`src/rtl/game_event_logger_if.sv`:
```
// Valid/ready record stream from the event logger to its consumer.
// The master drives valid/data and the slave returns ready.
interface game_event_logger_if #(
  parameter int REC_W = 22
) ();
  logic             out_valid;
  logic             out_ready;
  logic [REC_W-1:0] out_data;

  modport master (output out_valid, output out_data, input out_ready);
  modport slave  (input out_valid, input out_data, output out_ready);
endinterface

```
`src/rtl/game_event_logger.sv`:
```
// Rising-edge event logger into a FWFT FIFO: record written 1 cycle after the edge, drained by valid/ready, events dropped and counted when full.
// Define EVENT_LOGGER_TS_EN to build the free-running timestamp; otherwise the ts field reads 0.
module game_event_logger #(
  parameter int CNT_W = 5,
  parameter int TS_W  = 12,
  parameter int DEPTH = 8
) (
  input  logic                     clk,
  input  logic                     rst,
  input  logic                     i_winner,
  input  logic                     i_loser,
  input  logic                     i_gameover,
  input  logic [1:0]               i_who,
  input  logic [CNT_W-1:0]         i_count,
  game_event_logger_if.master      o_rec,
  output logic [$clog2(DEPTH):0]   o_level,
  output logic                     o_overflow,
  input  logic                     i_ovf_clr,
  output logic [7:0]               o_drop_cnt
);
  localparam int REC_W = 5 + CNT_W + TS_W;
  localparam int AW    = $clog2(DEPTH);

  logic             r_w_q, r_l_q, r_g_q;
  logic [2:0]       w_rise;
  logic             w_event;
  logic             w_empty, w_full;
  logic             w_pop, w_push, w_drop;
  logic [AW:0]      r_wr_ptr, r_rd_ptr;
  logic [REC_W-1:0] r_mem [DEPTH];
  logic [TS_W-1:0]  w_ts;
  logic             r_overflow;
  logic [7:0]       r_drop_cnt;

  // Previous samples load even in reset so a flag held across release is not an edge.
  always_ff @(posedge clk) begin
    r_w_q <= i_winner;
    r_l_q <= i_loser;
    r_g_q <= i_gameover;
  end

  assign w_rise  = {i_gameover & ~r_g_q, i_winner & ~r_w_q, i_loser & ~r_l_q};
  assign w_event = (|w_rise) & ~rst;

`ifdef EVENT_LOGGER_TS_EN
  logic [TS_W-1:0] r_ts;

  always_ff @(posedge clk) begin
    if (rst) r_ts <= '0;
    else     r_ts <= r_ts + 1'b1;
  end

  assign w_ts = r_ts;
`else
  assign w_ts = '0;
`endif

  assign w_empty = (r_wr_ptr == r_rd_ptr);
  assign w_full  = (r_wr_ptr[AW] != r_rd_ptr[AW]) &&
                   (r_wr_ptr[AW-1:0] == r_rd_ptr[AW-1:0]);

  // A pop frees the slot the same cycle, so a full FIFO still accepts a push alongside it.
  assign w_pop  = ~w_empty & o_rec.out_ready;
  assign w_push = w_event & (~w_full | w_pop);
  assign w_drop = w_event & w_full & ~w_pop;

  always_ff @(posedge clk) begin
    if (rst) begin
      r_wr_ptr <= '0;
      r_rd_ptr <= '0;
    end else begin
      if (w_push) r_wr_ptr <= r_wr_ptr + 1'b1;
      if (w_pop)  r_rd_ptr <= r_rd_ptr + 1'b1;
    end
  end

  always_ff @(posedge clk) begin
    if (w_push) r_mem[r_wr_ptr[AW-1:0]] <= {w_rise, i_who, i_count, w_ts};
  end

  // A drop coinciding with a clear leaves a fresh count of one.
  always_ff @(posedge clk) begin
    if (rst) begin
      r_overflow <= 1'b0;
      r_drop_cnt <= 8'd0;
    end else if (i_ovf_clr) begin
      r_overflow <= w_drop;
      r_drop_cnt <= {7'd0, w_drop};
    end else if (w_drop) begin
      r_overflow <= 1'b1;
      if (r_drop_cnt != 8'hFF) r_drop_cnt <= r_drop_cnt + 8'd1;
    end
  end

  assign o_rec.out_valid = ~w_empty;
  assign o_rec.out_data  = r_mem[r_rd_ptr[AW-1:0]];
  assign o_level         = r_wr_ptr - r_rd_ptr;
  assign o_overflow      = r_overflow;
  assign o_drop_cnt      = r_drop_cnt;
endmodule

```
`src/flat_wrapper.sv`:
```
// flat-port wrapper written by rule: the top's interface ports become plain ports
module game_event_logger_flat 
#(
  parameter int CNT_W = 5,
  parameter int TS_W  = 12,
  parameter int DEPTH = 8
)
  (clk, rst, i_winner, i_loser, i_gameover, i_who, i_count, o_level, o_overflow, i_ovf_clr, o_drop_cnt, o_rec_out_valid, o_rec_out_data, o_rec_out_ready);
  game_event_logger_if #(.REC_W((5 + CNT_W + TS_W))) o_rec_i ();
  input  logic clk;
  input  logic rst;
  input  logic i_winner;
  input  logic i_loser;
  input  logic i_gameover;
  input  logic [1:0] i_who;
  input  logic [CNT_W-1:0] i_count;
  output logic [$clog2(DEPTH):0] o_level;
  output logic o_overflow;
  input  logic i_ovf_clr;
  output logic [7:0] o_drop_cnt;
  output wire logic [$bits(o_rec_i.out_valid)-1:0] o_rec_out_valid;
  output wire logic [$bits(o_rec_i.out_data)-1:0] o_rec_out_data;
  input wire logic [$bits(o_rec_i.out_ready)-1:0] o_rec_out_ready;
  assign o_rec_out_valid = o_rec_i.out_valid;
  assign o_rec_out_data = o_rec_i.out_data;
  assign o_rec_i.out_ready = o_rec_out_ready;
  game_event_logger #(.CNT_W(CNT_W), .TS_W(TS_W), .DEPTH(DEPTH)) u_core (.clk(clk), .rst(rst), .i_winner(i_winner), .i_loser(i_loser), .i_gameover(i_gameover), .i_who(i_who), .i_count(i_count), .o_rec(o_rec_i), .o_level(o_level), .o_overflow(o_overflow), .i_ovf_clr(i_ovf_clr), .o_drop_cnt(o_drop_cnt));
endmodule
```
`config.mk`:
```
export PLATFORM = sky130hd
export DESIGN_NAME = game_event_logger_flat
export DESIGN_NICKNAME = d
export VERILOG_FILES = /design/src/rtl/game_event_logger_if.sv /design/src/rtl/game_event_logger.sv /design/src/flat_wrapper.sv
export SDC_FILE = /design/constraint.sdc
export NUM_CORES = 1
export LEC_CHECK = 0
export ABC_AREA = 0
export ABC_CLOCK_PERIOD_IN_PS = 6230
export CORE_MARGIN = 5
export CORE_UTILIZATION = 45
export DETAILED_ROUTE_END_ITERATION = 12
export PLACE_DENSITY = 0.62
export SLEW_MARGIN = 5
export SYNTH_ARGS = -nofsm -noshare
export SYNTH_HDL_FRONTEND = slang
export SYNTH_SLANG_ARGS = --single-unit
```
`constraint.sdc`:
```
create_clock -name clk -period 6.23 [get_ports clk]
set_input_delay 1.246 -clock clk [delete_from_list [all_inputs] [get_ports clk]]
set_output_delay 1.246 -clock clk [all_outputs]
set_load 0.02 [all_outputs]
```
After elaboration in Yosys (flattened, before gate mapping)
Memory sizes are Yosys's and may differ from the RTL's. A register that Yosys moved wholly into a read port is not among the register bits.
Cells that the tools add are included.
{"block": "op_classes", "n_reduce_logical": 7, "eq_ne": 4, "n_bitwise": 16, "n_addsub": 4, "n_mux": 9}
{"operator": "$add 4x1->4 const B", "count": 2}
{"operator": "$add 8x1->8 const B", "count": 1}
{"operator": "$and 1x1->1", "count": 8}
{"operator": "$ne 8x8->1 const B", "count": 1}
{"operator": "$mux 1", "count": 7}
{"operator": "$not 1->1", "count": 7}
{"operator": "$mux 3", "count": 2}
{"operator": "$eq 4x4->1", "count": 1}
{"operator": "$reduce_and 2->1", "count": 2}
{"operator": "$reduce_bool 2->1", "count": 2}
{"operator": "$sub 4x4->4", "count": 1}
{"operator": "$eq 3x3->1", "count": 1}
{"operator": "$reduce_or 3->1", "count": 1}
{"operator": "$reduce_or 2->1", "count": 1}
{"operator": "$logic_and 1x1->1", "count": 1}
{"operator": "$ne 1x1->1", "count": 1}
{"operator": "$or 1x1->1", "count": 1}
{"block": "word_totals", "ramBits": 80, "register_bits": 20, "output_inout_bits": 36, "elab_cells": 49, "memories": 1, "inputBits": 14}
{"memory": "u_core.r_mem", "depth": 8, "word_bits": 10, "read_ports": 1, "rd_clocked_by_memory_dff": 1, "write_ports": 1, "line_no": "game_event_logger.sv:30", "text": "logic [REC_W-1:0] r_mem [DEPTH];"}

Longest topological paths before layout
{"block": "depth", "word_depth": 8, "ltp_mapped": 7}

Least setup slack after synthesis
No wires, ideal clock.
{"block": "synth_timing", "path_kind": "input to register", "start": "input i_loser", "end": "memory u_core.r_mem[0][0] (netlist name) (enable)", "arrival_time_ps": 3117, "path_stages": 4, "setup_ps": 404, "n_path_buf": 0, "setup_slack_ps": 2710, "path_cell_list": "nor2b_1 -> o31a_1 -> nand2_1 -> nor4_1"}
{"block": "synth_between", "elab_chain_len": 6}
{"element": "start, declared", "line_no": "flat_wrapper.sv:13", "text": "input logic i_loser;"}
{"element": "$and 1x1->1", "line_no": "game_event_logger.sv:42", "text": "assign w_rise = {i_gameover & ~r_g_q, i_winner & ~r_w_q, i_loser & ~r_l_q};"}
{"element": "$reduce_or 3->1", "line_no": "game_event_logger.sv:43", "text": "assign w_event = (|w_rise) & ~rst;"}
{"element": "$and 1x1->1", "line_no": "game_event_logger.sv:43"}
{"element": "$and 1x1->1", "line_no": "game_event_logger.sv:64", "text": "assign w_push = w_event & (~w_full | w_pop);"}
{"element": "$mux 1", "line_no": "game_event_logger.sv:78", "text": "if (w_push) r_mem[r_wr_ptr[AW-1:0]] <= {w_rise, i_who, i_count, w_ts};"}
{"element": "$mux 1 (implied by the code)", "line_no": "game_event_logger.sv:78"}
{"element": "end, declared", "line_no": "game_event_logger.sv:30"}
Every way passes these cells.

==> reports/qor.yml <==
status: "completed"
diodes: 0
area_growth_pct: 15.94
cp.arrival_ps: 2650
r2r-start: "u_core.r_l_q$_DFF_P_"
cts_sinks: 103
crit_slowest_cell: "dfxtp_1"
worst_ep_required_time_ps: 4980
postCtsHoldBufs: 0
cp_max_fo: 20
io_buffers: 37
grt_pass1_wl_mm: 12.32
holdPathStages: 2
rsz0062_at_grt: "no"
holdPathEnd: "u_core.o_overflow$_SDFFE_PP0P_"
gr-total-overflow: 0
ant_nets: 0
leakage_nw: 1.598
clk_latency_ps: 360
grt_max_degree: 21
die_w_um: 106.9
fin_crit_sh_pct: 62.47
initial_core_util_pct: 45.93
fin_cells: 420
first_iter_violations: 94
maxCapViolCount: 0
ys_seq_elements: 103
antenna_found_initial: 0
max_stage_delay_ps: 1030
dp.cells: 404
die_y_um: 106.9
root_buffer: "clkbuf_8"
hold_class: "reg2reg"
peakVddDrop_v: 0.0001578
ios: 50
slew_headroom_pct: 29.29
cts_tree: "yes"
die_area_sq_mm: 0.01142
max_slew.worst_pin.slew_ps: 1059
ctsResizeCount: 0
finalWirelength_mm: 7.483
slew_viol_final: 0
period_needed_ps: 3892
yosysSeqAreaShare_pct: 67.77
regToRegEndpoint: "u_core.r_mem[7][5]$_DFFE_PP_"
path_cells: "mux4_2 -> mux2_2 -> clkdlybuf4s50_1"
gp_congestion: 0.7884
dp_slack_ps: 2226
via_per_inst: 5.357
final.setup_skew_ps: 13.34
finalSetupViolCount: 0
num_vias: 2250
start_kind: "flip-flop"
setup_slack_ps: 2338
drt-pass1-iter-count: 6
clock_path_buffers: 2
end_kind: "output port"
fin_tns_setup_ps: 0
core_sq_mm: 0.009196
drive_gt1_share_pct: 19.09
grt_pass1_vias: 2356
drc_errors: 0
final_nets: 325
ys.warnings.count: 0
clkTransAtPathRegs_ps: 100
rows: 35
path_class: "reg2out"
grt_usage_pct: 14.29
hpwl_mm: 4.862
hold_violations: 0
synth_area_sq_mm: 0.004224
clock.fmax_mhz: 256.9
avgSynthCellArea_sq_um: 16.37
r2r_cells: 4
cts_buffers: 9
synth_cells: 258
cts.htree.levels: 3
avgRoutedWirePerCell_um: 17.82
yosysUniqueCellTypes: 41
reg2reg_slack_ps: 3700
min_from: "u_core.o_overflow$_SDFFE_PP0P_"
cts_setup_buffers: 0
p_per_area_mw_per_mm2: 307.3
==> logic make-up after synthesis <==
logic type      synth area share, %
xor+xnor                      2.251
buf+inv                       3.525
other cells                 0.08878
simple gates                  7.849
fa+ha+maj                     2.251
flops                         67.77
compound gates                2.429
mux                           13.83
==> final cells by class <==
type                       count  area (sq um)
timing repair buffer          43         415.4
clock inverter                 5         58.81
multi-input combinational    139          1260
inverter                       8         30.03
sequential                   103          2863
clock buffer                  11         131.4
tap                          111         138.9
fill                         765          4299
==> how the worst max path moves through the flow <==
stage | startpoint | depth (start not counted) | end | slack, ps
3_5_place_dp | i_loser | 5 | u_core.r_mem[7][6]$_DFFE_PP_ | 2230
2_1_floorplan | i_loser | 4 | u_core.r_mem[0][0]$_DFFE_PP_ | 2710
5_1_grt | flip-flop | 3 | o_rec_out_data[20] | 2200
6_report | flip-flop | 3 | o_rec_out_data[20] | 2340
4_1_cts | flip-flop | 3 | o_rec_out_data[20] | 2290
3_3_place_gp | i_loser | 5 | u_core.r_mem[5][6]$_DFFE_PP_ | 2300
==> state kept, by name, indices dropped and copies added (netlist names), named ones only <==
| register | count |
|---|---|
| u_core.r_w_q | 1 |
| u_core.r_g_q | 1 |
| u_core.r_mem | 80 |
| u_core.o_drop_cnt | 8 |
| u_core.r_rd_ptr | 4 |
| u_core.o_overflow | 1 |
| u_core.r_wr_ptr | 4 |
| u_core.r_l_q | 1 |
==> cell usage in the layout (no fill, tap or decap), drive strengths merged, types with 8 or more instances in the layout <==
master and instances:
a21oi 8, clkbuf 11, dfxtp 23, nor2 15, mux2 11, inv 8
clkdlybuf4s50 37, mux4 20, conb 12, edfxtp 80, nand2 9
==> layer usage <==
layer	up-vias	wire length, um	GRT usage (%)
met1	1126	3368	18.70
met5	-	0	0
met4	0	82	3.288
met3	9	364	5.238
met2	60	3667	22.89
li1	1055	-	-
==> through the flow <==
step,power (W),hold WS (ps),area (sq um),util [%]
final,0.001505,479.3,4897,53.25
after floorplan,0.001010,491.6,4265,-
after detailed placement,0.001127,465.6,4707,51.18
after global placement,0.001125,463.7,4707,51.18
after global routing,0.001585,526.6,4897,53.25
after CTS,0.001522,485.8,4897,53.25
==> worst max-delay path, delay by kind of cell, from the launching register on <==
kind                   cells  cell delay, ps
muxes                      2             720
DFF                        1            1030
buffers and inverters      1             540
==> report_power, final <==
group / switching [W] / total, W / internal, W
clock network: 0.000213 / 0.000400 / 0.000186
registers: 0.0000179 / 0.000778 / 0.000760
logic: 0.000160 / 0.000328 / 0.000167
total: 0.000392 / 0.00151 / 0.00111
==> synthesized netlist by cell type, drive strengths merged <==
| master | n | share of area [%] |
|---|---|---|
| o31ai | 1 | 0.18 |
| nor4 | 2 | 0.30 |
| mux2i | 1 | 0.24 |
| conb | 1 | 0.089 |
| nand3 | 6 | 0.83 |
| nand2b | 1 | 0.15 |
| and4 | 1 | 0.21 |
| nor2 | 15 | 1.3 |
| nor2b | 4 | 0.59 |
| fa | 1 | 0.47 |
| nand4 | 5 | 0.89 |
| a31oi | 1 | 0.15 |
| inv | 8 | 0.71 |
| a21oi | 8 | 0.95 |
| nor3 | 6 | 0.98 |
| and2 | 1 | 0.15 |
| buf | 15 | 2.5 |
| ha | 6 | 1.8 |
| or2 | 1 | 0.15 |
| or3 | 5 | 0.86 |
| mux2 | 11 | 2.9 |
| o21bai | 1 | 0.18 |
| xor2 | 5 | 1.0 |
| edfxtp | 80 | 57 |
| and3 | 4 | 0.62 |
| o21ai | 5 | 0.59 |
| a21o | 1 | 0.18 |
| xnor2 | 5 | 1.2 |
| mux4 | 20 | 11 |
| o31a | 1 | 0.21 |
| clkbuf | 4 | 0.36 |
| nand2 | 9 | 0.80 |
| dfxtp | 23 | 11 |
(Power assumes the default switching activity.)
